==> config.mk <==
export PLATFORM = sky130hd
export DESIGN_NAME = branch_update_queue_flat
export DESIGN_NICKNAME = d
export VERILOG_FILES = /design/src/rtl/branch_update_queue_pkg.sv /design/src/rtl/branch_update_queue_if.sv /design/src/rtl/branch_update_queue_fifo_mem.sv /design/src/rtl/branch_update_queue.sv /design/src/flat_wrapper.sv
export SDC_FILE = /design/constraint.sdc
export NUM_CORES = 1
export LEC_CHECK = 0
export CORE_MARGIN = 1
export CORE_UTILIZATION = 62
export DETAILED_ROUTE_END_ITERATION = 7
export PLACE_DENSITY = 0.88
export SLEW_MARGIN = 20
export SYNTH_ARGS = -nofsm -noshare
export SYNTH_HDL_FRONTEND = slang
export SYNTH_SLANG_ARGS = --single-unit
export TNS_END_PERCENT = 100
==> constraint.sdc <==
create_clock -name clk -period 25.2 [get_ports clk]
set_clock_uncertainty 0.15 [all_clocks]
set_input_delay 2.52 -clock clk [delete_from_list [all_inputs] [get_ports clk]]
set_output_delay 2.52 -clock clk [all_outputs]
set_load 0.01 [all_outputs]
==> src/rtl/branch_update_queue_pkg.sv <==
// Shared definitions for the branch update queue: default sizing and the
// layout of the packed {pc, taken, target} entry.
package branch_update_queue_pkg;

  localparam int BUQ_DEPTH_EXP2 = 3;
  localparam int BUQ_ADDR_WIDTH = 32;

  // Entry layout, lsb first: target, taken, pc
  function automatic int buq_entry_width(input int addr_width);
    return 2 * addr_width + 1;
  endfunction

  function automatic int buq_target_lsb(input int addr_width);
    return 0 * addr_width;
  endfunction

  function automatic int buq_taken_bit(input int addr_width);
    return addr_width;
  endfunction

  function automatic int buq_pc_lsb(input int addr_width);
    return addr_width + 1;
  endfunction

endpackage

==> src/rtl/branch_update_queue_if.sv <==
// Execute-side push, predictor-side replay and performance-counter bundle
// of the branch update queue.
interface branch_update_queue_if #(
  parameter int ADDR_WIDTH = branch_update_queue_pkg::BUQ_ADDR_WIDTH
);
  logic                  ex_branch_valid_i;
  logic [ADDR_WIDTH-1:0] ex_branch_pc_i;
  logic                  ex_branch_taken_i;
  logic [ADDR_WIDTH-1:0] ex_branch_target_i;
  logic                  ex_predicted_taken_i;
  logic                  flush_i;
  logic                  update_ready_i;
  logic                  branch_valid_o;
  logic [ADDR_WIDTH-1:0] branch_pc_o;
  logic                  branch_taken_o;
  logic [ADDR_WIDTH-1:0] branch_target_address_o;
  logic                  full_o;
  logic [31:0]           perf_mispredict_counter;
  logic [31:0]           perf_drop_counter;

  modport master (
    output ex_branch_valid_i, ex_branch_pc_i, ex_branch_taken_i,
           ex_branch_target_i, ex_predicted_taken_i, flush_i, update_ready_i,
    input  branch_valid_o, branch_pc_o, branch_taken_o,
           branch_target_address_o, full_o, perf_mispredict_counter,
           perf_drop_counter
  );

  modport slave (
    input  ex_branch_valid_i, ex_branch_pc_i, ex_branch_taken_i,
           ex_branch_target_i, ex_predicted_taken_i, flush_i, update_ready_i,
    output branch_valid_o, branch_pc_o, branch_taken_o,
           branch_target_address_o, full_o, perf_mispredict_counter,
           perf_drop_counter
  );
endinterface

==> src/rtl/branch_update_queue_fifo_mem.sv <==
// Entry storage for the branch update queue: one synchronous write port and
// one asynchronous read port. Contents are not reset; the top gates reads.
module buq_fifo_mem #(
  parameter int DEPTH_EXP2 = 3,
  parameter int WIDTH      = 65
) (
  input  logic                  clk,
  input  logic                  i_we,
  input  logic [DEPTH_EXP2-1:0] i_waddr,
  input  logic [WIDTH-1:0]      i_wdata,
  input  logic [DEPTH_EXP2-1:0] i_raddr,
  output logic [WIDTH-1:0]      o_rdata
);

  logic [WIDTH-1:0] r_mem [2**DEPTH_EXP2];

  // Write port
  always_ff @(posedge clk) begin
    if (i_we) begin
      r_mem[i_waddr] <= i_wdata;
    end
  end

  assign o_rdata = r_mem[i_raddr];

endmodule

==> src/rtl/branch_update_queue.sv <==
// Queues resolved branches from execute and replays them in program order to
// the predictor update port; also counts mispredictions and full-queue drops.
module branch_update_queue
  import branch_update_queue_pkg::*;
#(
  parameter int DEPTH_EXP2 = BUQ_DEPTH_EXP2,
  parameter int ADDR_WIDTH = BUQ_ADDR_WIDTH
) (
  input logic                   clk,
  input logic                   rst,
  branch_update_queue_if.slave  bus
);

  localparam int PTR_W      = DEPTH_EXP2 + 1;
  localparam int ENTRY_W    = buq_entry_width(ADDR_WIDTH);
  localparam int PC_LSB     = buq_pc_lsb(ADDR_WIDTH);
  localparam int TAKEN_BIT  = buq_taken_bit(ADDR_WIDTH);
  localparam int TARGET_LSB = buq_target_lsb(ADDR_WIDTH);
  localparam logic [PTR_W-1:0] PTR_ONE = {{DEPTH_EXP2{1'b0}}, 1'b1};

  logic [PTR_W-1:0]      r_rd_ptr;
  logic [PTR_W-1:0]      r_wr_ptr;
  logic [31:0]           r_mispredict_cnt;
  logic [31:0]           r_drop_cnt;
  logic                  w_empty;
  logic                  w_full;
  logic                  w_deq;
  logic                  w_enq;
  logic                  w_drop;
  logic                  w_mispredict;
  logic [ENTRY_W-1:0]    w_wdata;
  logic [ENTRY_W-1:0]    w_rdata;
  logic [ADDR_WIDTH-1:0] w_head_pc;
  logic                  w_head_taken;
  logic [ADDR_WIDTH-1:0] w_head_target;

  // Extra wrap bit distinguishes full from empty when the indices match
  assign w_empty = (r_rd_ptr == r_wr_ptr);
  assign w_full  = (r_rd_ptr[DEPTH_EXP2-1:0] == r_wr_ptr[DEPTH_EXP2-1:0]) &&
                   (r_rd_ptr[DEPTH_EXP2] != r_wr_ptr[DEPTH_EXP2]);

  assign w_deq  = !w_empty && bus.update_ready_i && !bus.flush_i;
  assign w_enq  = bus.ex_branch_valid_i && (!w_full || w_deq) && !bus.flush_i;
  assign w_drop = bus.ex_branch_valid_i && w_full && !w_deq && !bus.flush_i;
  assign w_mispredict = w_enq && (bus.ex_predicted_taken_i != bus.ex_branch_taken_i);

  assign w_wdata = {bus.ex_branch_pc_i, bus.ex_branch_taken_i, bus.ex_branch_target_i};

  buq_fifo_mem #(
    .DEPTH_EXP2 (DEPTH_EXP2),
    .WIDTH      (ENTRY_W)
  ) u_mem (
    .clk     (clk),
    .i_we    (w_enq),
    .i_waddr (r_wr_ptr[DEPTH_EXP2-1:0]),
    .i_wdata (w_wdata),
    .i_raddr (r_rd_ptr[DEPTH_EXP2-1:0]),
    .o_rdata (w_rdata)
  );

  // Head view; stale storage must not leak out while empty
  always_comb begin
    w_head_pc     = {ADDR_WIDTH{1'b0}};
    w_head_taken  = 1'b0;
    w_head_target = {ADDR_WIDTH{1'b0}};
    if (w_empty) begin
      w_head_pc     = {ADDR_WIDTH{1'b0}};
      w_head_taken  = 1'b0;
      w_head_target = {ADDR_WIDTH{1'b0}};
    end else begin
      w_head_pc     = w_rdata[PC_LSB +: ADDR_WIDTH];
      w_head_taken  = w_rdata[TAKEN_BIT];
      w_head_target = w_rdata[TARGET_LSB +: ADDR_WIDTH];
    end
  end

  // Pointer and counter update; flush collapses the write pointer onto the read pointer
  always_ff @(posedge clk) begin
    if (rst) begin
      r_rd_ptr         <= {PTR_W{1'b0}};
      r_wr_ptr         <= {PTR_W{1'b0}};
      r_mispredict_cnt <= 32'd0;
      r_drop_cnt       <= 32'd0;
    end else begin
      if (bus.flush_i) begin
        r_wr_ptr <= r_rd_ptr;
      end else begin
        if (w_enq) begin
          r_wr_ptr <= r_wr_ptr + PTR_ONE;
        end
        if (w_deq) begin
          r_rd_ptr <= r_rd_ptr + PTR_ONE;
        end
      end
      if (w_mispredict) begin
        r_mispredict_cnt <= r_mispredict_cnt + 32'd1;
      end
      if (w_drop) begin
        r_drop_cnt <= r_drop_cnt + 32'd1;
      end
    end
  end

  assign bus.branch_valid_o          = !w_empty;
  assign bus.branch_pc_o             = w_head_pc;
  assign bus.branch_taken_o          = w_head_taken;
  assign bus.branch_target_address_o = w_head_target;
  assign bus.full_o                  = w_full;
  assign bus.perf_mispredict_counter = r_mispredict_cnt;
  assign bus.perf_drop_counter       = r_drop_cnt;

endmodule
==> src/flat_wrapper.sv <==
// flat-port wrapper written by rule: the top's interface ports become plain ports
module branch_update_queue_flat import branch_update_queue_pkg::*;
#(
  parameter int DEPTH_EXP2 = BUQ_DEPTH_EXP2,
  parameter int ADDR_WIDTH = BUQ_ADDR_WIDTH
)
  (clk, rst, bus_ex_branch_valid_i, bus_ex_branch_pc_i, bus_ex_branch_taken_i, bus_ex_branch_target_i, bus_ex_predicted_taken_i, bus_flush_i, bus_update_ready_i, bus_branch_valid_o, bus_branch_pc_o, bus_branch_taken_o, bus_branch_target_address_o, bus_full_o, bus_perf_mispredict_counter, bus_perf_drop_counter);
  branch_update_queue_if #(.ADDR_WIDTH(ADDR_WIDTH)) bus_i ();
  input logic clk;
  input logic rst;
  input wire logic [$bits(bus_i.ex_branch_valid_i)-1:0] bus_ex_branch_valid_i;
  input wire logic [$bits(bus_i.ex_branch_pc_i)-1:0] bus_ex_branch_pc_i;
  input wire logic [$bits(bus_i.ex_branch_taken_i)-1:0] bus_ex_branch_taken_i;
  input wire logic [$bits(bus_i.ex_branch_target_i)-1:0] bus_ex_branch_target_i;
  input wire logic [$bits(bus_i.ex_predicted_taken_i)-1:0] bus_ex_predicted_taken_i;
  input wire logic [$bits(bus_i.flush_i)-1:0] bus_flush_i;
  input wire logic [$bits(bus_i.update_ready_i)-1:0] bus_update_ready_i;
  output wire logic [$bits(bus_i.branch_valid_o)-1:0] bus_branch_valid_o;
  output wire logic [$bits(bus_i.branch_pc_o)-1:0] bus_branch_pc_o;
  output wire logic [$bits(bus_i.branch_taken_o)-1:0] bus_branch_taken_o;
  output wire logic [$bits(bus_i.branch_target_address_o)-1:0] bus_branch_target_address_o;
  output wire logic [$bits(bus_i.full_o)-1:0] bus_full_o;
  output wire logic [$bits(bus_i.perf_mispredict_counter)-1:0] bus_perf_mispredict_counter;
  output wire logic [$bits(bus_i.perf_drop_counter)-1:0] bus_perf_drop_counter;
  assign bus_i.ex_branch_valid_i = bus_ex_branch_valid_i;
  assign bus_i.ex_branch_pc_i = bus_ex_branch_pc_i;
  assign bus_i.ex_branch_taken_i = bus_ex_branch_taken_i;
  assign bus_i.ex_branch_target_i = bus_ex_branch_target_i;
  assign bus_i.ex_predicted_taken_i = bus_ex_predicted_taken_i;
  assign bus_i.flush_i = bus_flush_i;
  assign bus_i.update_ready_i = bus_update_ready_i;
  assign bus_branch_valid_o = bus_i.branch_valid_o;
  assign bus_branch_pc_o = bus_i.branch_pc_o;
  assign bus_branch_taken_o = bus_i.branch_taken_o;
  assign bus_branch_target_address_o = bus_i.branch_target_address_o;
  assign bus_full_o = bus_i.full_o;
  assign bus_perf_mispredict_counter = bus_i.perf_mispredict_counter;
  assign bus_perf_drop_counter = bus_i.perf_drop_counter;
  branch_update_queue #(.DEPTH_EXP2(DEPTH_EXP2), .ADDR_WIDTH(ADDR_WIDTH)) u_core (.clk(clk), .rst(rst), .bus(bus_i));
endmodule
Word level (Yosys, flattened, before mapping)
Memories as Yosys holds them, arrays and structs flattened. A register that Yosys moved wholly into a read port is not among the register bits. Cells that the tools add are included.

Add/subtract/negate cells: 4. $lt $le $gt $ge: 0. Reduce and logical (&&, ||, !) cells: 16. Bitwise gates (word level): 1. Shift-type cells: 0. Mux-type cells: 9. Multiply operators: 0. Div/mod/pow operators: 0. Equality and inequality tests: 4.

Operators with widths (count): 32-bit by 1-bit adder with 32-bit output (second input constant) (2); 32-bit two-way mux (2); 1-bit logical AND (9); 4-bit by 1-bit adder with 4-bit output (second input constant) (2); 4-bit two-way mux (2); 3-bit two-way mux (2); 4-bit equality test (1); 1-bit zero test (4); 3-bit equality test (1); 1-bit two-way mux (3); 1-bit inequality test (2); 2-bit AND reduction (1); 2-bit nonzero test (1); 1-bit logical OR (1); 1-bit NOT (1).

Memories: 1. Latch bits: 0. Memory bits (read-only): 0. Output and inout port bits: 131. Memory bits (writable): 520. Word-level logic and storage cells: 39. Bits of input ports: 71. Bits in registers: 72.

Memories: u_core.u_mem.r_mem (words 8, bits a word 65, rd ports 1, clocked after Yosys merged registers in 1, write ports 1, line branch_update_queue_fifo_mem.sv:15) `logic [WIDTH-1:0] r_mem [2**DEPTH_EXP2];`.

Logic depth before layout (Yosys ltp)
Depth after elaboration: 9. Depth in mapped cells: 8.

Hierarchy
Synthesis repeated with hierarchy kept, for this count alone.

Cells, all modules: 1276. Area, all modules: 23608.9 um^2.

Modules (own cells, without submodules): buq_fifo_mem (cells each 764, area an instance 19556.3 um^2, times used 1, seq. area each 15615.0 um^2); branch_update_queue (cells each 512, area an instance 4052.6 um^2, times used 1, seq. area each 1441.4 um^2).

Worst setup path before layout
OpenSTA, ideal clock, no wires.

Path type: input port to flip-flop. Start point: in bus_update_ready_i. End point: mem u_core.u_mem.r_mem[0][0] (enable). Arrival time: 9.413 ns. Path slack: 14.989 ns. Buffers on the path: 2. Setup time: 0.648 ns. Stages on the path: 4. Cells stage by stage: clkbuf_1 -> buf_1 -> o21ai_1 -> nor4_1.

Word-level cells in the longest chain between the ends: 7.

RTL lines: start, declared (line flat_wrapper.sv:17) `input wire logic [$bits(bus_i.update_ready_i)-1:0] bus_update_ready_i;`; 1-bit logical AND (2 in series) (line branch_update_queue.sv:42) `assign w_deq = !w_empty && bus.update_ready_i && !bus.flush_i;`; 1-bit logical OR (line branch_update_queue.sv:43) `assign w_enq = bus.ex_branch_valid_i && (!w_full || w_deq) && !bus.flush_i;`; 1-bit logical AND (2 in series) (line branch_update_queue.sv:43); 1-bit two-way mux (line branch_update_queue_fifo_mem.sv:19) `if (i_we) begin`; 1-bit two-way mux (implied by the code) (line branch_update_queue_fifo_mem.sv:20) `r_mem[i_waddr] <= i_wdata;`; end, declared (line branch_update_queue_fifo_mem.sv:15).

No other way between the ends.

==> impl_metrics.prom <==
# TYPE chip_impl_metric gauge
chip_impl_metric{name="drt_pre_antenna_iters",unit=""} 8
chip_impl_metric{name="row_count",unit=""} 70
chip_impl_metric{name="setup_total_negative_slack",unit="ns"} 0
chip_impl_info{name="timing_worst_setup_path_type",value="flop to primary output"} 1
chip_impl_metric{name="finalSetupViolCount",unit=""} 0
chip_impl_metric{name="cts_hold_repair.buffers",unit=""} 0
chip_impl_info{name="hold_path_class",value="flop to flop"} 1
chip_impl_metric{name="synth-seq-cells",unit=""} 595
chip_impl_metric{name="tightest_slew",unit="ns"} 1.118
chip_impl_metric{name="cell_internal_pwr",unit="mW"} 1.640
chip_impl_metric{name="post_synth_inst_count",unit=""} 1266
chip_impl_metric{name="mappedNetlistArea",unit="µm²"} 23260
chip_impl_metric{name="drive_gt1_frac",unit=""} 0.1647
chip_impl_metric{name="drt-initial-drc-count",unit=""} 1185
chip_impl_info{name="crit_path_top_delay_cell",value="dfxtp_4"} 1
chip_impl_metric{name="maxClockFrequency",unit="GHz"} 0.1511
chip_impl_metric{name="part_of_the_total_power_dissipated_in_the_clock_network",unit=""} 0.402
chip_impl_metric{name="synth-async-reset-ratio",unit=""} 0
chip_impl_info{name="rsz0062_at_grt",value="no"} 1
chip_impl_metric{name="min_period_over_period",unit=""} 0.2626
chip_impl_metric{name="power_switching",unit="mW"} 0.4713
chip_impl_metric{name="floorplan.initialDensity",unit=""} 0.6323
chip_impl_metric{name="antenna_violating_nets_post_route",unit=""} 0
chip_impl_metric{name="ys_seq_area_frac",unit=""} 0.7359
chip_impl_metric{name="track_usage",unit=""} 0.2960
chip_impl_metric{name="placeableCoreArea",unit="µm²"} 36790
chip_impl_metric{name="p_leak",unit="nW"} 8.413
chip_impl_metric{name="die_height",unit="µm"} 195.7
chip_impl_metric{name="io_pins",unit=""} 202
chip_impl_metric{name="worst_setup_hold_path_clk_slew",unit="ns"} 0.06
chip_impl_metric{name="initial_antenna_violation_count",unit=""} 6
chip_impl_metric{name="latest_clock_arrival_within_the_worst_skew_pair",unit="ns"} 0.63
chip_impl_metric{name="power-per-cell-area",unit="nW/µm²"} 76.36
chip_impl_metric{name="post-dp-hpwl",unit="µm"} 27600
chip_impl_metric{name="final-max-slew-violation-count",unit=""} 0
chip_impl_metric{name="synth.lib_cells_used.distinct",unit=""} 40
chip_impl_metric{name="swShare",unit=""} 0.2232
chip_impl_metric{name="hold_viol",unit=""} 0
chip_impl_metric{name="cp_max_fo",unit=""} 67
chip_impl_metric{name="slew-limit-headroom",unit=""} 0.2544
chip_impl_metric{name="buffer_ports.inserted",unit=""} 201
chip_impl_metric{name="share_comb_of_total_power",unit=""} 0.080
chip_impl_metric{name="cts_made_buffers",unit=""} 56
chip_impl_metric{name="die-width",unit="µm"} 195.7
chip_impl_metric{name="synth_edf_count",unit=""} 520
chip_impl_info{name="timing.critical_path.from_type",value="flop"} 1
chip_impl_metric{name="cts_max_level",unit=""} 2
chip_impl_metric{name="maxCapViolations",unit=""} 0
chip_impl_metric{name="timing.critical_path.slowest_cell_delay",unit="ns"} 0.98
chip_impl_metric{name="power.share.sequential",unit=""} 0.518
chip_impl_metric{name="grt_overflow",unit=""} 0
chip_impl_metric{name="route.detailed.drc",unit=""} 0
chip_impl_metric{name="post-layout-total-power",unit="mW"} 2.111
chip_impl_metric{name="area_of_the_die",unit="µm²"} 38290
chip_impl_info{name="ctsRootBufferMaster",value="clkbuf_16"} 1
chip_impl_metric{name="areaGrowthSynthToFinish",unit="%"} 18.88
chip_impl_metric{name="post_cts.resized_instances",unit=""} 0
chip_impl_metric{name="vias",unit=""} 13109
chip_impl_metric{name="cp.required",unit="ns"} 22.53
chip_impl_metric{name="critPathArrivalTime",unit="ns"} 3.95
chip_impl_metric{name="gp_congestion",unit=""} 0.8228
chip_impl_info{name="kind_of_end_point_of_the_critical_path",value="primary output"} 1
chip_impl_metric{name="grt_max_degree",unit=""} 75
chip_impl_metric{name="final_period_minus_worst_setup_slack",unit="ns"} 6.616
chip_impl_info{name="cts_tree",value="yes"} 1
chip_impl_metric{name="synthesis.area_per_instance",unit="µm²"} 18.37
chip_impl_metric{name="synth.yosys.warnings",unit=""} 0
chip_impl_metric{name="cts.sink_count",unit=""} 595
chip_impl_metric{name="routed_wire_length_per_instance",unit="µm"} 27.84
chip_impl_metric{name="drt-total-wl",unit="µm"} 55550
chip_impl_metric{name="first_global_vias",unit=""} 13496
chip_impl_metric{name="post_drt_via_cell_ratio",unit=""} 6.571
chip_impl_metric{name="mappedNetlistNets",unit=""} 1341
chip_impl_info{name="status",value="finished, final reports clean"} 1
chip_impl_metric{name="wire_length_of_the_first_global_routing_pass",unit="µm"} 82770
chip_impl_metric{name="post-cts-setup-buffers",unit=""} 0
chip_impl_info{name="postSynth.topFlopCell",value="edfxtp_1"} 1
chip_impl_info{name="timing.critical_path.cells",value="buf_4 -> mux4_2 -> mux2i_1 -> nor2_1 -> clkdlybuf4s50_1"} 1
chip_impl_metric{name="nets",unit=""} 1552
chip_impl_metric{name="worst_hold_slack_across_all_endpoints",unit="ns"} 0.3398
chip_impl_metric{name="utilization",unit=""} 0.7516
chip_impl_metric{name="vdd_ir_drop_max",unit="mV"} 0.07548
chip_impl_metric{name="cts_max_path_buffers",unit=""} 3
synthesized netlist by cell type, types with 2 or more instances:
cell type    n  share of area
xnor2_1     11         0.0041
mux4_2     130           0.13
nand4b_1     4         0.0015
nor3_1      12         0.0026
inv_1       15         0.0024
nor4_1       7         0.0019
or4_1       23         0.0074
xor2_1      27          0.010
o21ai_0     18         0.0039
dfxtp_1     75          0.065
o21a_1       3        0.00097
nand3_1     20         0.0043
or3_1       10         0.0027
nor2_1     114          0.018
clkbuf_1    48         0.0077
nor2b_1      2        0.00054
o31ai_1     20         0.0065
and3_1       3        0.00081
o2111ai_1    6         0.0023
o211ai_1     9         0.0029
mux2i_1     68          0.029
o21ai_1      2        0.00043
nand2b_1     3        0.00081
nand2_1     22         0.0036
ha_1         4         0.0022
buf_1       20         0.0032
and4_1       2        0.00075
a21oi_1     38         0.0082
edfxtp_1   520           0.67
nand4_1     20         0.0054
state kept, by name, indices dropped and copies added, names as in the netlist, named ones only:
register                            cells
u_core.u_mem.r_mem                    520
u_core.bus.perf_mispredict_counter     32
u_core.r_rd_ptr                         4
u_core.bus.perf_drop_counter           32
u_core.r_wr_ptr                         4
layout by cell type, fill, tap and decap left out, drive strengths merged, types with 2 or more instances in the layout:
cell           instances
inv                   18
and3                   3
nand2                 22
or4                   23
dfxtp                 75
clkdlybuf4s50        200
nand2b                 3
o211ai                 9
mux4                 130
o2111ai                6
xor2                  27
or3                   11
diode                  3
nand4                 20
ha                     4
buf                   24
nor4                   7
clkbuf                74
nor2                 114
nor3                  12
clkinv                22
and4                   2
nand4b                 4
nand3                 20
nor2b                  2
a21oi                 38
bufinv                 5
o31ai                 20
mux2i                 68
xnor2                 11
o21ai                 20
o21a                   3
edfxtp               520
logic make-up after synthesis:
kind of cell             count (synthesis)  share of synthesized area
adder cells (fa/ha/maj)                  4                   0.002152
flip-flops                             595                     0.7359
AO/OA/AOI/OAI                           98                    0.02577
AND/OR/NAND/NOR                        247                    0.05240
multiplexers                           198                     0.1551
buffers and inverters                   86                    0.01431
XOR/XNOR                                38                    0.01431
metal layers:
layer | track usage | wire [µm] | vias to the layer above
met5 | 0 | 27 | -
li1 | - | - | 5532
met1 | 0.3727 | 20140 | 6709
met3 | 0.05329 | 4223 | 118
met4 | 0.1224 | 1781 | 4
met2 | 0.5130 | 29370 | 746
worst max-delay path, delay by kind of cell, from the launching register on:
family,cells,cell delay [ns]
and+or+nand+nor,1,0.26
buffers and inverters,2,1.49
DFF,1,0.98
muxes,2,0.50
power groups by stage:
stage / Sequential, mW / Combinational, mW / Clock (mW)
6_report: 1.09 / 0.169 / 0.848
5_1_grt: 1.09 / 0.179 / 0.888
4_1_cts: 1.09 / 0.170 / 0.856
3_5_place_dp: 1.11 / 0.164 / 0
3_3_place_gp: 1.11 / 0.160 / 0
2_1_floorplan: 1.11 / 0.0880 / 0
through the flow:
stage                     worst slack, ns  instance area (µm²)  cells
after global routing                18.44                27650   1994
after global placement              19.32                25810   1887
after CTS                           18.48                27630   1992
after detailed placement            19.27                25810   1887
final                               18.58                27650   1995
after floorplan                     14.99                23260   1266
cell type report:
type                       count  area (µm²)
clock inverter                31       314.1
sequential                   595       17130
tap                          468       585.6
antenna                        3       7.507
fill                        1985        9136
timing repair buffer         224        2183
clock buffer                  74        1506
multi-input combinational    585        5868
inverter                      15       56.30
worst paths after layout:
path                            slack (ns)  depth (start not counted)                                      to                                   start
worst max register to register       21.52                          7               u_core.u_mem.r_mem[0][19]                      u_core.r_wr_ptr[1]
worst max-delay path                 18.58                          5                     bus_branch_pc_o[20]                                    flop
worst min-delay path                  0.34                          2  u_core.bus.perf_mispredict_counter[31]  u_core.bus.perf_mispredict_counter[31]
worst min register to register        0.34                          2  u_core.bus.perf_mispredict_counter[31]  u_core.bus.perf_mispredict_counter[31]
(Power assumes the default switching activity.)
